$ cat src/rtl/obstacle_pkg.sv
// Shared types and the per-level obstacle layout ROM for the snake-game obstacle table.
package obstacle_pkg;

  localparam int CELL_W = 20;
  localparam int CELL_H = 16;

  typedef enum logic [1:0] {READY, LOAD, CHECK, DONE} state_e;

  typedef struct packed {
    logic       valid;
    logic [9:0] ox;
    logic [9:0] oy;
  } obs_entry_t;

  // Layouts: 1 = two horizontal bars, 2 = two vertical bars, 3 = upper bar only.
  function automatic obs_entry_t level_rom(input logic [1:0] level, input logic [4:0] idx);
    obs_entry_t e;
    logic [9:0] i3;
    e  = '0;
    i3 = {7'd0, idx[2:0]};
    case (level)
      2'd1: if (idx < 5'd16) begin
        e.valid = 1'b1;
        e.ox    = 10'd221 + 10'd20 * i3;
        e.oy    = idx[3] ? 10'd305 : 10'd81;
      end
      2'd2: if (idx < 5'd16) begin
        e.valid = 1'b1;
        e.ox    = idx[3] ? 10'd481 : 10'd141;
        e.oy    = 10'd113 + 10'd16 * i3;
      end
      2'd3: if (idx < 5'd8) begin
        e.valid = 1'b1;
        e.ox    = 10'd221 + 10'd20 * i3;
        e.oy    = 10'd81;
      end
      default: ;
    endcase
    return e;
  endfunction

endpackage

$ cat src/rtl/obstacle_level_ctrl_hit.sv
// Combinational single-cell hit compare; bounds are widened to 11 bits so ox+CELL_W never wraps.
module obs_rect_hit #(
  parameter int CELL_W = obstacle_pkg::CELL_W,
  parameter int CELL_H = obstacle_pkg::CELL_H
) (
  input  logic       valid_i,
  input  logic [9:0] ox_i,
  input  logic [9:0] oy_i,
  input  logic [9:0] px_i,
  input  logic [9:0] py_i,
  output logic       hit_o
);

  logic [10:0] x_end, y_end;

  assign x_end = {1'b0, ox_i} + 11'(CELL_W);
  assign y_end = {1'b0, oy_i} + 11'(CELL_H);
  assign hit_o = valid_i && (px_i >= ox_i) && ({1'b0, px_i} < x_end)
                         && (py_i >= oy_i) && ({1'b0, py_i} < y_end);

endmodule

$ cat src/rtl/obstacle_level_ctrl.sv
// Obstacle table owner: ROM-driven level load, sequential collision scan, pixel flag.
// Optional border wall (extra scan cycle, border band in pixel flag) under OBS_WALL_EN.
module obstacle_level_ctrl
  import obstacle_pkg::*;
#(
  parameter int NUM_OBS    = 16,
  parameter int CELL_W     = obstacle_pkg::CELL_W,
  parameter int CELL_H     = obstacle_pkg::CELL_H,
  parameter int NUM_LEVELS = 4
) (
  input  logic       clk_i,
  input  logic       rst_ni,
  input  logic       en_i,
  input  logic [1:0] level_sel_i,
  input  logic       level_load_i,
  input  logic       check_req_i,
  input  logic [9:0] head_x_i,
  input  logic [9:0] head_y_i,
  input  logic       crash_clr_i,
  input  logic [9:0] pixel_x_i,
  input  logic [9:0] pixel_y_i,
  output logic       busy_o,
  output logic       check_done_o,
  output logic       check_hit_o,
  output logic       crashed_o,
  output logic [1:0] level_cur_o,
  output logic       obstacle_region_o
);

  localparam int             IDX_W = $clog2(NUM_OBS);
  localparam logic [IDX_W-1:0] LAST  = IDX_W'(NUM_OBS - 1);

  state_e                   state_q, state_d;
  logic [IDX_W-1:0]         idx_q, idx_d;
  logic [1:0]               sel_q, sel_d, lvl_q, lvl_d, sel_in;
  logic                     pend_q, pend_d, hit_q, hit_d, crashed_q, crashed_d;
  logic [9:0]               hx_q, hx_d, hy_q, hy_d;
  logic                     region_q, region_d;
  obs_entry_t [NUM_OBS-1:0] tbl_q;
  obs_entry_t               scan_e, rom_e;
  logic                     scan_hit, scan_stop;
  logic [NUM_OBS-1:0]       pix_hit;

  // Out-of-range level selects fall back to the empty layout.
  assign sel_in = (int'(level_sel_i) < NUM_LEVELS) ? level_sel_i : 2'd0;
  assign scan_e = tbl_q[idx_q];
  assign rom_e  = level_rom(sel_q, 5'(idx_q));

  obs_rect_hit #(.CELL_W(CELL_W), .CELL_H(CELL_H)) u_scan (
    .valid_i(scan_e.valid), .ox_i(scan_e.ox), .oy_i(scan_e.oy),
    .px_i(hx_q), .py_i(hy_q), .hit_o(scan_hit)
  );

  for (genvar g = 0; g < NUM_OBS; g++) begin : g_pix
    obs_rect_hit #(.CELL_W(CELL_W), .CELL_H(CELL_H)) u_pix (
      .valid_i(tbl_q[g].valid), .ox_i(tbl_q[g].ox), .oy_i(tbl_q[g].oy),
      .px_i(pixel_x_i), .py_i(pixel_y_i), .hit_o(pix_hit[g])
    );
  end

`ifdef OBS_WALL_EN
  logic wall_q, wall_d, wall_hit_q, wall_hit_d;

  function automatic logic border(input logic [9:0] x, input logic [9:0] y);
    return (x < 10'd20) || (x >= 10'd620) || (y < 10'd16) || (y >= 10'd464);
  endfunction

  // The border result is registered so it joins the entry-0 compare one cycle later.
  assign scan_stop = !wall_q && (scan_hit || wall_hit_q);
  assign region_d  = en_i && (state_q != LOAD) && ((|pix_hit) || border(pixel_x_i, pixel_y_i));

  always_ff @(posedge clk_i or negedge rst_ni) begin
    if (!rst_ni) begin
      wall_q     <= 1'b0;
      wall_hit_q <= 1'b0;
    end else begin
      wall_q     <= wall_d;
      wall_hit_q <= wall_hit_d;
    end
  end

  always_comb begin
    wall_d     = 1'b0;
    wall_hit_d = wall_hit_q;
    if (state_q == READY && !level_load_i && check_req_i) begin
      wall_d     = 1'b1;
      wall_hit_d = 1'b0;
    end else if (state_q == CHECK && wall_q) begin
      wall_hit_d = border(hx_q, hy_q);
    end
  end
`else
  logic wall_q;
  assign wall_q    = 1'b0;
  assign scan_stop = scan_hit;
  assign region_d  = en_i && (state_q != LOAD) && (|pix_hit);
`endif

  always_comb begin
    state_d   = state_q;
    idx_d     = idx_q;
    sel_d     = sel_q;
    pend_d    = pend_q;
    hx_d      = hx_q;
    hy_d      = hy_q;
    hit_d     = hit_q;
    lvl_d     = lvl_q;
    crashed_d = crash_clr_i ? 1'b0 : crashed_q;
    case (state_q)
      READY: begin
        if (level_load_i) begin
          state_d = LOAD;
          idx_d   = '0;
          sel_d   = sel_in;
        end else if (check_req_i) begin
          state_d = CHECK;
          idx_d   = '0;
          hx_d    = head_x_i;
          hy_d    = head_y_i;
        end
      end
      LOAD: begin
        idx_d = idx_q + 1'b1;
        if (idx_q == LAST) begin
          lvl_d     = sel_q;
          crashed_d = 1'b0;
          idx_d     = '0;
          state_d   = READY;
        end
      end
      CHECK: begin
        if (level_load_i) begin
          pend_d = 1'b1;
          sel_d  = sel_in;
        end
        if (!wall_q) begin
          if (scan_stop || idx_q == LAST) begin
            hit_d   = scan_stop;
            state_d = DONE;
          end else begin
            idx_d = idx_q + 1'b1;
          end
        end
      end
      DONE: begin
        if (hit_q) crashed_d = 1'b1;
        idx_d = '0;
        if (pend_q) begin
          pend_d  = 1'b0;
          state_d = LOAD;
        end else begin
          state_d = READY;
        end
      end
      default: state_d = READY;
    endcase
  end

  always_ff @(posedge clk_i or negedge rst_ni) begin
    if (!rst_ni) begin
      state_q   <= READY;
      idx_q     <= '0;
      sel_q     <= '0;
      pend_q    <= 1'b0;
      hx_q      <= '0;
      hy_q      <= '0;
      hit_q     <= 1'b0;
      crashed_q <= 1'b0;
      lvl_q     <= '0;
      region_q  <= 1'b0;
      tbl_q     <= '0;
    end else begin
      state_q   <= state_d;
      idx_q     <= idx_d;
      sel_q     <= sel_d;
      pend_q    <= pend_d;
      hx_q      <= hx_d;
      hy_q      <= hy_d;
      hit_q     <= hit_d;
      crashed_q <= crashed_d;
      lvl_q     <= lvl_d;
      region_q  <= region_d;
      if (state_q == LOAD) tbl_q[idx_q] <= rom_e;
    end
  end

  assign busy_o            = (state_q == LOAD) || (state_q == CHECK);
  assign check_done_o      = (state_q == DONE);
  assign check_hit_o       = hit_q;
  assign crashed_o         = crashed_q;
  assign level_cur_o       = lvl_q;
  assign obstacle_region_o = region_q;

endmodule

$ cat config.mk
export PLATFORM = sky130hd
export DESIGN_NAME = obstacle_level_ctrl
export DESIGN_NICKNAME = d
export VERILOG_FILES = /design/src/rtl/obstacle_pkg.sv /design/src/rtl/obstacle_level_ctrl_hit.sv /design/src/rtl/obstacle_level_ctrl.sv
export SDC_FILE = /design/constraint.sdc
export NUM_CORES = 1
export LEC_CHECK = 0
export CAP_MARGIN = 20
export CORE_MARGIN = 1
export CORE_UTILIZATION = 35
export CTS_BUF_LIST = sky130_fd_sc_hd__clkbuf_4 sky130_fd_sc_hd__clkbuf_8 sky130_fd_sc_hd__clkbuf_16
export DETAILED_ROUTE_END_ITERATION = 8
export SKIP_LAST_GASP = 1
export SYNTH_ARGS = -nofsm -noshare
export SYNTH_HDL_FRONTEND = slang
export SYNTH_SLANG_ARGS = --single-unit
$ cat constraint.sdc
create_clock -name clk_i -period 4.9 [get_ports clk_i]
set_clock_uncertainty 0.15 [all_clocks]
set_input_delay 0.735 -clock clk_i [delete_from_list [all_inputs] [get_ports clk_i]]
set_output_delay 0.735 -clock clk_i [all_outputs]
set_load 0.02 [all_outputs]
==> flow_results.org, run 1 <==
** Power and ir drop
- In this run the static leakage power is 0.0116 uW.
- The design draws 9430 uW.
- Power per cell area :: 346 nW/um^2
- Largest voltage drop on the vdd net :: 0.000286 V

** Critical path
- Crit path capture type :: flip-flop
- The number of cells on the worst reg-to-reg path is 15.
- Number of buffers and inverters on the critical path :: 1
- Top cell family by delay on the critical path :: multiplexers
- Critical path's slowest cell :: mux4_2
- The startpoint identified for the worst register-to-register timing path is idx_q[0]$_DFFE_PN0P_.
- Worst r2r dst :: idx_q[1]$_DFFE_PN0P_
- The worst setup path is of the reg -> reg kind.
- Delay contributed by the slowest stage of the critical path :: 0.54 ns
- Type of element launching the critical path :: flip-flop
- Data arrival, critical path :: 5.02 ns
- Worst path required time :: 5.26 ns
- The signal on the critical path passes through buf_4 > mux4_2 > mux4_2 > ha_1 > o21ai_1 > or3_1 > xnor2_1 > ha_1 > a21o_1 > a211oi_1 > o211ai_2 > a21oi_1 > or4b_4 > a21oi_4 > mux2_4.
- Of all nets on the critical path, the largest fanout is 6.
- Setup slack on the worst reg-to-reg path comes out at 0.23 ns.

** Place
- HPWL after DPL :: 64200 um
- Buffers on Ports :: 54
- Prior to clock tree synthesis, the placed netlist has a worst setup slack of 0.0609 ns.
- Global placement routability congestion :: 0.935
- Total placed cells including tap cells :: 3594

** Yosys
- The mapped netlist covers 24100 sq um.
- Yosys printed 0 warnings.
- Of the total synthesized cell area, the portion taken by full adders, half adders and majority gates is 0.272.
- Most frequent cell after synthesis :: ha_1
- Area contributors post-synth :: ha_1 (27%), dfrtp_1 (25%), o21ai_0 (6.9%)
- Fraction of the mapped netlist area in compound gates :: 0.172
- The number of different library cells used by synthesis comes to 71.
- Multiplexer share of the synthesized area :: 0.0744
- Share of the synthesized area in the top cell type :: 0.272
- Mean post-synth cell area :: 9.05 sq um
- The most used flip-flop cell after synthesis is dfrtp_1.
- Of the total synthesized cell area, the portion taken by XOR and XNOR cells is 0.0513.
- EDFF count, synth :: 0
- Most common library cells after synthesis :: ha_1 (524), o21ai_0 (331), inv_1 (267)
- Synthesis handed over a netlist of 2660 instances.
- Main combinational cell family by area after synthesis :: adder cells
- Area share of and/or/nand/nor cells after synthesis :: 0.120
- After synthesis the netlist holds a flip-flop and latch count of 242.
- Top cell type by total area after synthesis :: ha_1
- Register area share after synthesis :: 0.251
- Synthesized net count :: 3232
- Fraction of registers with async set/reset :: 1.00

** GRT
- Global-route wire length before repair :: 126000 um
- The number of global-route vias before repair came to 20.1k.
- Summed over all layers, the global routing overflow is 0.
- Largest net degree at the start of global routing :: 82
- The number of antenna violations at the first check in global routing was 2.
- In the global route stage, overall resource usage came out at 0.238.

** CTS
- Clock transition at the registers of the reported paths :: 0.07 ns
- The clock reaches the later pin of the worst-skew pair after 0.62 ns.
- Number of buffers on the longest clock path :: 3
- Clock tree synthesis found a total of 242 sinks.
- CTS built an H-tree with a depth of 1.
- CTS tree :: done
- CTS placed an instance of clkbuf_16 at the clock tree root.
- Counting the buffers created by CTS gives 30.

** Finish
- Post-route insts no fill :: 3656
- Layout overhead on the synthesized area :: 13.1%
- Proportion of layout cells with a drive suffix above 1 :: 0.100
- Layout filler cell count :: 6708
- In the final design database the tool counted 3333 nets.

** Floorplanning
- The die covers 69900 sq um.
- Die height :: 264 um
- Number of placement rows :: 95
- Horizontal die dimension :: 264 um
- Top Ports :: 55
- Initial core utilization :: 0.356
- The floorplan step defined a core boundary enclosing 67600 sq um.

** Run status
- The flow ran to the end, and the final reports show no timing, DRC or antenna violations.

** STA
- Max-slew violation count :: 0
- Max-slew headroom at the worst pin :: 0.300
- Tmin final :: 4.67 ns
- The total count of hold-check failures in the final report was 0.
- Tightest Pin Transition :: 1.05 ns
- Max Clock Freq :: 214 MHz
- Setup violations remaining at the end of the flow were counted as 0.
- Of the available clock period, the critical path in the final layout requires 0.952.
- The worst path meets setup with 0.234 ns of slack.

** Worst hold path
- The worst hold path terminates at hy_q[0]$_DFFE_PN0P_.
- Worst hold path cell count :: 1
- Worst hold path startpoint :: hy_q[0]$_DFFE_PN0P_
- Type of the most critical hold path :: reg -> reg

** Detailed routing
- After the first detailed-routing iteration, the DRC count stood at 1637.
- Drc violations :: 0
- Vias :: 20.8k
- Detailed-router iteration count before antenna repair :: 5
- Routed WL per cell :: 22.7 um
- The routed design has 83100 um of wire.
- In this run the remaining antenna-violating nets after routing total 0.
- Avg Vias per Cell :: 5.68

** Job
- The tool flagged a number of max-cap violations equal to 0.
per-stage QoR:
step | hold slack (ns) | util | TNS (ns) | instance area (sq um)
floorplan | 0.289 | - | 0 | 24100
global placement | 0.342 | 0.385 | 0 | 26100
detailed placement | 0.347 | 0.386 | 0 | 26100
CTS | 0.361 | 0.402 | 0 | 27200
global route | 0.368 | 0.403 | -0.000127 | 27200
finish | 0.358 | 0.403 | 0 | 27200
cell type report:
cell class | instances | area (sq um) | share of cell area
multi-input combinational | 2058 | 16600 | 0.611
sequential | 242 | 6060 | 0.222
timing repair buffer | 162 | 1360 | 0.0500
tap | 873 | 1090 | 0.0401
inverter | 267 | 1000 | 0.0368
clock buffer | 37 | 846 | 0.0310
clock inverter | 16 | 236 | 0.00868
antenna | 1 | 2.50 | 0.0000918
layout by cell type (no fill, tap or decap), drive strengths merged, types with 12 or more instances in the layout:
cell and instances:
o21bai 16, mux4 65, ha 524, a21o 52, xor2 22, a31oi 15, o21ai 332, nor3 70
o211ai 16, nand4 27, buf 121, inv 267, a2111oi 12, nor2b 20, xnor2 119, clkbuf 38
dfrtp 242, a21oi 130, nor2 78, nand2 250, nand3b 24, o2111ai 22, mux2 26, a211oi 33
clkdlybuf4s50 39, nand3 84
how the worst max path moves through the flow:
| stage | from | slack (ns) | cells after the start | end |
|---|---|---|---|---|
| finish | idx_q[0]$_DFFE_PN0P_ | 0.23 | 15 | idx_q[1]$_DFFE_PN0P_ |
| global route | idx_q[0]$_DFFE_PN0P_ | -0.0001 | 16 | idx_q[0]$_DFFE_PN0P_ |
| CTS | idx_q[0]$_DFFE_PN0P_ | 0.04 | 14 | idx_q[1]$_DFFE_PN0P_ |
| detailed placement | idx_q[0]$_DFFE_PN0P_ | 0.06 | 14 | idx_q[1]$_DFFE_PN0P_ |
| global placement | idx_q[0]$_DFFE_PN0P_ | 0.10 | 14 | idx_q[1]$_DFFE_PN0P_ |
| floorplan | idx_q[1]$_DFFE_PN0P_ | 0.04 | 18 | idx_q[0]$_DFFE_PN0P_ |
report_power, final:
group	switching [uW]	total, uW	internal [uW]
registers	467	2740	2280
logic	2500	4200	1700
clock network	960	2490	1530
total	3930	9430	5500
per-layer routing:
| metal | global-route usage | wire length [um] | vias to the layer above |
|---|---|---|---|
| met5 | 0 | 0 | - |
| met4 | 0.0869 | 3380 | 0 |
| met3 | 0.0327 | 5930 | 152 |
| met2 | 0.383 | 37400 | 684 |
| met1 | 0.324 | 36400 | 10100 |
| li1 | - | - | 9868 |
repair_timing:
action | 4_1_cts | 5_1_grt
hold buffers | 1 | 0
gates resized for setup | 0 | 3
hold endpoints to repair | 5 | 0
endpoints found under the setup margin | 0 | 7
setup buffers | 0 | 6
logic make-up (layout without fill, tap and decap cells):
family          after synthesis  in the layout
compound gates              694            694
other cells                   0              1
buf+inv                     360            482
fa+ha+maj                   524            524
xor+xnor                    141            141
flops                       242            242
simple gates                607            607
mux                          92             92
flip-flops by register name (all words and copies together), names as in the netlist:
signal             cells
tbl_q                208
level_cur_o            2
crashed_o              1
hy_q                  10
sel_q                  2
pend_q                 1
obstacle_region_o      1
idx_q                  4
state_q                2
check_hit_o            1
hx_q                  10
No activity file was read; power rests on OpenSTA's default activity.
==> run 2, diff against run 1 <==
--- a/config.mk
+++ b/config.mk
@@ -6,7 +6,6 @@
 export NUM_CORES = 1
 export LEC_CHECK = 0
 export CAP_MARGIN = 20
-export CORE_MARGIN = 1
 export CORE_UTILIZATION = 35
 export CTS_BUF_LIST = sky130_fd_sc_hd__clkbuf_4 sky130_fd_sc_hd__clkbuf_8 sky130_fd_sc_hd__clkbuf_16
 export DETAILED_ROUTE_END_ITERATION = 8
==> constraint.sdc (replaced) <==
create_clock -name clk_i -period 4.9 [get_ports clk_i]
set_clock_uncertainty 0.15 [all_clocks]
set_input_delay 0.735 -clock clk_i [delete_from_list [all_inputs] [get_ports clk_i]]
set_output_delay 0.735 -clock clk_i [all_outputs]
set_load 0.05 [all_outputs]
==> results of run 2 <==
The final DEF is identical to that of run 1. Status: complete, no violations.
Among the figures that moved: total power 9430 uW -> 9480 uW
==> run 3, diff against run 2 <==
--- a/config.mk
+++ b/config.mk
@@ -9,6 +9,7 @@
 export CORE_UTILIZATION = 35
 export CTS_BUF_LIST = sky130_fd_sc_hd__clkbuf_4 sky130_fd_sc_hd__clkbuf_8 sky130_fd_sc_hd__clkbuf_16
 export DETAILED_ROUTE_END_ITERATION = 8
+export PLACE_DENSITY_LB_ADDON = 0.2
 export SKIP_LAST_GASP = 1
 export SYNTH_ARGS = -nofsm -noshare
 export SYNTH_HDL_FRONTEND = slang
==> run 3 against run 2 <==
- wire length increased by 7.1%
- clock power increased by 3%
- global-route usage increased by 1.5 points
- critical path depth unchanged
- die area unchanged
- sequential cell count unchanged
- core utilization increased by 0.074 points
- sequential power about the same
- hold slack got worse by 0.32 ns
- register-to-register slack got worse by 0.07 ns
- critical path type unchanged
- largest cell class unchanged
- highest routed layer is now met5
==> flow_results.org, run 3 (synthesis results as in run 1) <==
** CTS
- Number of buffers on the longest clock path :: 3
- Buffer cell driving the clock tree root :: clkbuf_16
- Counting the buffers created by CTS gives 31.
- The clock drives 242 sinks.
- Clock transition at the registers of the reported paths :: 0.06 ns
- Hold repair after CTS inserted 0 buffers.
- Clock insertion delay at the later pin of the skew report :: 0.61 ns
- CTS tree :: done
- Number of levels in the clock H-tree :: 1

** Detailed routing
- After detailed routing, the total wire length is 89000 um.
- Using the TritonRoute via totals, the vias-per-cell ratio works out to 5.76.
- After detailed routing, the number of remaining DRC violations is 0.
- Detailed-router iteration count before antenna repair :: 5
- Routed WL per cell :: 24.4 um
- Iteration-0 DRC Markers :: 1625
- Vias :: 21.0k
- In this run the remaining antenna-violating nets after routing total 0.

** Power and ir drop
- Power per cell area :: 356 nW/um^2
- Of the total power, combinational logic draws 0.453.
- Summed over all cells, the static leakage comes to 0.0116 uW.
- Net Sw Frac :: 0.426
- Of the total power, registers draw 0.282.
- Clock Power Share :: 0.265
- For this design the total switching power over the nets is 4130 uW.
- Across the VDD grid, the largest voltage drop is 0.000256 V.
- Internal power summed over all cells :: 5570 uW

** STA
- Tmin final :: 4.74 ns
- Max Clock Freq :: 211 MHz
- Max-slew headroom at the worst pin :: 0.265
- Unrepaired setup endpoints after global routing :: no
- Dividing the final minimum period by the clock period gives 0.967.
- Max-slew violation count :: 0
- At the pin with the least slew margin, the transition time is 1.10 ns.
- Finish-stage setup viols :: 0
- On the final layout, the worst hold slack is 0.0386 ns.
- Final count of hold timing violations :: 0

** Run status
- Run status :: complete, no violations

** Critical path
- Delay contributed by the slowest stage of the critical path :: 0.56 ns
- Worst Setup Path Type :: reg -> reg
- Of all nets on the critical path, the largest fanout is 13.
- Type of element launching the critical path :: flip-flop
- STA puts the critical path data arrival time at 5.08 ns.
- At the worst endpoint, the required time is 5.24 ns.
- The slowest stage of the critical path belongs to the cell mux4_2.
- The worst setup path is captured at a flip-flop.
- Traced cell by cell, the critical path runs through buf_12 > mux4_2 > mux4_2 > ha_1 > o21ai_0 > or3_1 > xnor2_1 > ha_1 > a21o_1 > a211oi_2 > o211ai_2 > a21oi_1 > or4b_4 > a21oi_4 > mux2_4.

** Finish
- 0 antenna diodes ended up in the layout.
- Max FFs per register :: 208
- Leading cell types in the layout, fill and taps excluded :: ha_1 (524), o21ai_0 (329), inv_1 (267)
- Layout overhead on the synthesized area :: 13.3%
- Register bank with the most flops :: tbl_q
- After the last flow step, the layout net total stands at 3324.
- Post-route insts no fill :: 3650
- At the end of the flow the core is filled with cells to 0.404.
- Leaving out fill and tap cells, the most frequent cell in the layout is ha_1.
- Largest registers in the final layout :: tbl_q x208, hx_q x10, hy_q x10
- Proportion of layout cells with a drive suffix above 1 :: 0.0997

** Floorplanning
- The die covers 69900 sq um.
- Row generation in the floorplan step produced 95 rows.
- Measured along the y axis, the die boundary spans 264 um.
- The die is 264 um wide.
- Area of the core region :: 67600 sq um
- The initial utilization of the core area, before any placement, comes to 0.356.
- Top Ports :: 55

** GRT
- The first global-routing pass estimated 133000 um of wire.
- GRT overflow :: 0
- Entering global routing, the biggest net connects 109 pins.
- Number of antenna violations at the first check in global routing :: 7
- Combined global-route utilization of all metal layers :: 0.254
- The number of global-route vias before repair is 20.9k.

** Place
- Global placement routability congestion :: 0.927
- The count of buffers added on input and output ports is 54.
- Detailed placement finished with a half-perimeter wire length of 68600 um.
- The number of placed instances, taps included, is 3589.

** Job
- Max Cap Violations :: 0

** Worst hold path
- In this run the worst hold path is classified as in -> async.
==> run 3: cell types whose count changed in the layout (fill, tap and decap cells not counted), moves of 3 or more <==
cell        previous run  this run
buf_4                 99        88
buf_12                 5         9
clkinvlp_4             1         5
a21oi_4                1         4
clkbuf_8               4         1
clkinv_4               1         4
==> run 3: area by class of cell <==
| type | count | area [sq um] |
|---|---|---|
| fillers | 6703 | 40300 |
| multi-input cells | 2058 | 16700 |
| flip-flops and latches | 242 | 6060 |
| repair buffers | 152 | 1330 |
| well taps | 873 | 1090 |
| inverters | 267 | 1000 |
| clock buffers | 34 | 805 |
| clock inverters | 24 | 330 |
==> run 3: power by group through the flow <==
stage	sequential, uW	clock, uW	combinational, uW
finish	2740	2570	4400
global route	2770	2690	4840
CTS	2730	2620	4360
detailed placement	2780	0	4320
global placement	2780	0	4190
floorplan	2550	0	2690
==> run 3: final timing paths <==
| check | depth (start not counted) | from | endpoint | slack (ns) |
|---|---|---|---|---|
| worst max-delay path | 15 | idx_q[0]$_DFFE_PN0P_ | idx_q[1]$_DFFE_PN0P_ | 0.16 |
| worst min-delay path | 1 | rst_ni | tbl_q[69]$_DFFE_PN0P_ | 0.04 |
| worst max register to register | 15 | idx_q[0]$_DFFE_PN0P_ | idx_q[1]$_DFFE_PN0P_ | 0.16 |
| worst min register to register | 2 | tbl_q[176]$_DFFE_PN0P_ | tbl_q[176]$_DFFE_PN0P_ | 0.36 |
| max in group asynchronous | 2 | rst_ni | tbl_q[178]$_DFFE_PN0P_ | 3.63 |
| min in group clk_i | 2 | tbl_q[176]$_DFFE_PN0P_ | tbl_q[176]$_DFFE_PN0P_ | 0.36 |
==> run 3: per-layer routing <==
layer / vias to the layer above / GRT usage / part of all wire
met1: 10400 / 0.340 / 0.45
met3: 158 / 0.0252 / 0.053
li1: 9844 / - / -
met5: - / 0 / 0.00028
met2: 594 / 0.424 / 0.47
met4: 4 / 0.0889 / 0.037
==> run 3: critical path, delay by kind of cell (launching register included) <==
kind / cells / cell delay (ns)
AOI/OAI and AO/OA: 6 / 1.11
xor gates and xnor gates: 1 / 0.13
adders and majority gates: 2 / 0.51
buffers and inverters: 1 / 0.17
DFF: 1 / 0.44
muxes: 3 / 1.38
and+or+nand+nor: 2 / 0.71
==> run 3: timing repair <==
item,4_1_cts,5_1_grt
gates cloned,0,0
setup endpoints to repair,3,6
buffers inserted,2,0
gates resized for setup,0,3
hold endpoints to repair,0,0
==> run 3: stage by stage <==
stage | setup TNS, ns | cell area (sq um) | power [uW] | setup slack (ns)
floorplan | 0 | 24100 | 5240 | 0.0430
global placement | -0.0943 | 26100 | 6970 | -0.0474
CTS | 0 | 27300 | 9710 | 0.0431
detailed placement | -0.0141 | 26100 | 7100 | -0.0118
global route | 0 | 27300 | 10300 | 0.0584
finish | 0 | 27300 | 9710 | 0.162
==> variant, RTL diff (settings of run 1) <==
The 4 states of `state_e` get a one-hot encoding in 4 bits.
--- a/src/rtl/obstacle_pkg.sv
+++ b/src/rtl/obstacle_pkg.sv
@@ -4,7 +4,7 @@
   localparam int CELL_W = 20;
   localparam int CELL_H = 16;
 
-  typedef enum logic [1:0] {READY, LOAD, CHECK, DONE} state_e;
+  typedef enum logic [3:0] {READY = 4'b0001, LOAD = 4'b0010, CHECK = 4'b0100, DONE = 4'b1000} state_e;
 
   typedef struct packed {
     logic       valid;
Check against the original RTL: same outputs for any inputs over 4 cycles, from zero or initial values and one cycle with rst_ni low; so few cycles prove little.
==> variant against run 1 <==
Setup slack worse by 85 ps. Area after synthesis up 0.18%. Fmax down 1.8%. First-iteration DRC count up 4.6%. Non-clock buffer count down 50. Sequential cell count up 2. Via count down 1.2%. Cell area down 0.55%. Wire length down 3.9%. Total power down 8.0%. Critical endpoint is now idx_q[0]$_DFFE_PN0P_. Highest routed layer is now met5.
==> variant: results (changes against run 1) <==
set qor(final_gp_congestion) 0.9266 ;# was 0.9347
set qor(cts-buffers-inserted) 34 ;# was 30
set qor(detail_route.first_pass.iterations) 6 ;# was 5
set qor(cts-htree-levels) 2 ;# was 1
set qor(swShare_pct) 39.80 ;# was 41.63%
set qor(met1Wirelength_um) 35770 ;# was 36360 um
set qor(grtUsageMet1_pct) 31.09 ;# was 32.40%
set qor(net_total_in_the_final_layout) 3314 ;# was 3333
set qor(timing.critical_path.fanout_max) 15 ;# was 6
set qor(grt.met3_usage_pct) 3.669 ;# was 3.272%
set qor(run_status) {finished, final reports clean} ;# unchanged
set qor(post-dp-hpwl_um) 61240 ;# was 64210 um
set qor(dp.cells) 3580 ;# was 3594
set qor(via_count) 20500 ;# was 20750
set qor(slew_headroom_pct) 27.34 ;# was 30.02%
set qor(yosys-top-cells-count) {ha_1, o21ai_0, inv_1} ;# unchanged
set qor(grt_first_pass_wirelength_um) 121800 ;# was 125900 um
set qor(critical_path.max_stage_delay_ps) 600 ;# was 540 ps
set qor(clk-insertion-delay-late_ps) 540 ;# was 620 ps
set qor(placement.setup.worst_slack_ps) 74.90 ;# was 60.89 ps
set qor(fraction_of_final_layout_cells_with_drive_strength_greater_than_1_pct) 8.228 ;# was 10.03%
set qor(synth.lib_cells_used.distinct) 69 ;# was 71
set qor(synth.top_cell.area_share_pct) 26.97 ;# was 27.22%
set qor(detail_route.wirelength_um) 79880 ;# was 83090 um
set qor(cpMaxStageDelayCell) {mux4_1} ;# was mux4_2
set qor(drt-initial-drc-count) 1712 ;# was 1637
set qor(met3_length_um) 5189 ;# was 5925 um
variant: cell type report:
cell class / instances / area (um^2)
fillers: 6708 / 40540
multi-input cells: 2085 / 16630
flip-flops and latches: 244 / 6112
well taps: 873 / 1092
repair buffers: 112 / 1069
inverters: 269 / 1010
clock buffers: 42 / 947.2
clock inverters: 19 / 237.7
diodes: 2 / 5.005
variant: logic make-up (layout without fill, tap and decap cells):
kind of cell | after synthesis | after routing | synth area share, %
mux | 87 | 87 | 7.094
other cells | 0 | 2 | 0
flops | 244 | 244 | 25.31
xor+xnor | 143 | 143 | 5.191
buf+inv | 367 | 442 | 5.938
simple gates | 647 | 647 | 12.79
compound gates | 688 | 688 | 16.71
fa+ha+maj | 520 | 520 | 26.97
variant: critical path, delay by kind of cell (launching register included):
| kind | cells | cell delay (ps) |
|---|---|---|
| buffers and inverters | 1 | 180 |
| adders and majority gates | 2 | 510 |
| and+or+nand+nor | 4 | 860 |
| muxes | 3 | 1410 |
| AOI/OAI and AO/OA | 4 | 960 |
| xor gates and xnor gates | 1 | 130 |
| DFF | 1 | 420 |
variant: power by group through the flow:
stage / Combinational [uW] / Clock (uW) / Sequential [uW]
2_1_floorplan: 2180 / 0 / 2470
3_3_place_gp: 3170 / 0 / 2770
3_5_place_dp: 3190 / 0 / 2770
4_1_cts: 3220 / 2700 / 2740
5_1_grt: 3660 / 2790 / 2760
6_report: 3280 / 2660 / 2740
variant: how the worst max path moves through the flow:
stage / end / slack, ps
after floorplan: idx_q[0]$_DFFE_PN0P_ / 220
after global placement: idx_q[0]$_DFFE_PN0P_ / 100
after detailed placement: idx_q[0]$_DFFE_PN0P_ / 70
after CTS: idx_q[0]$_DFFE_PN0P_ / 50
after global routing: idx_q[0]$_DFFE_PN0P_ / 0.07
final: idx_q[0]$_DFFE_PN0P_ / 150
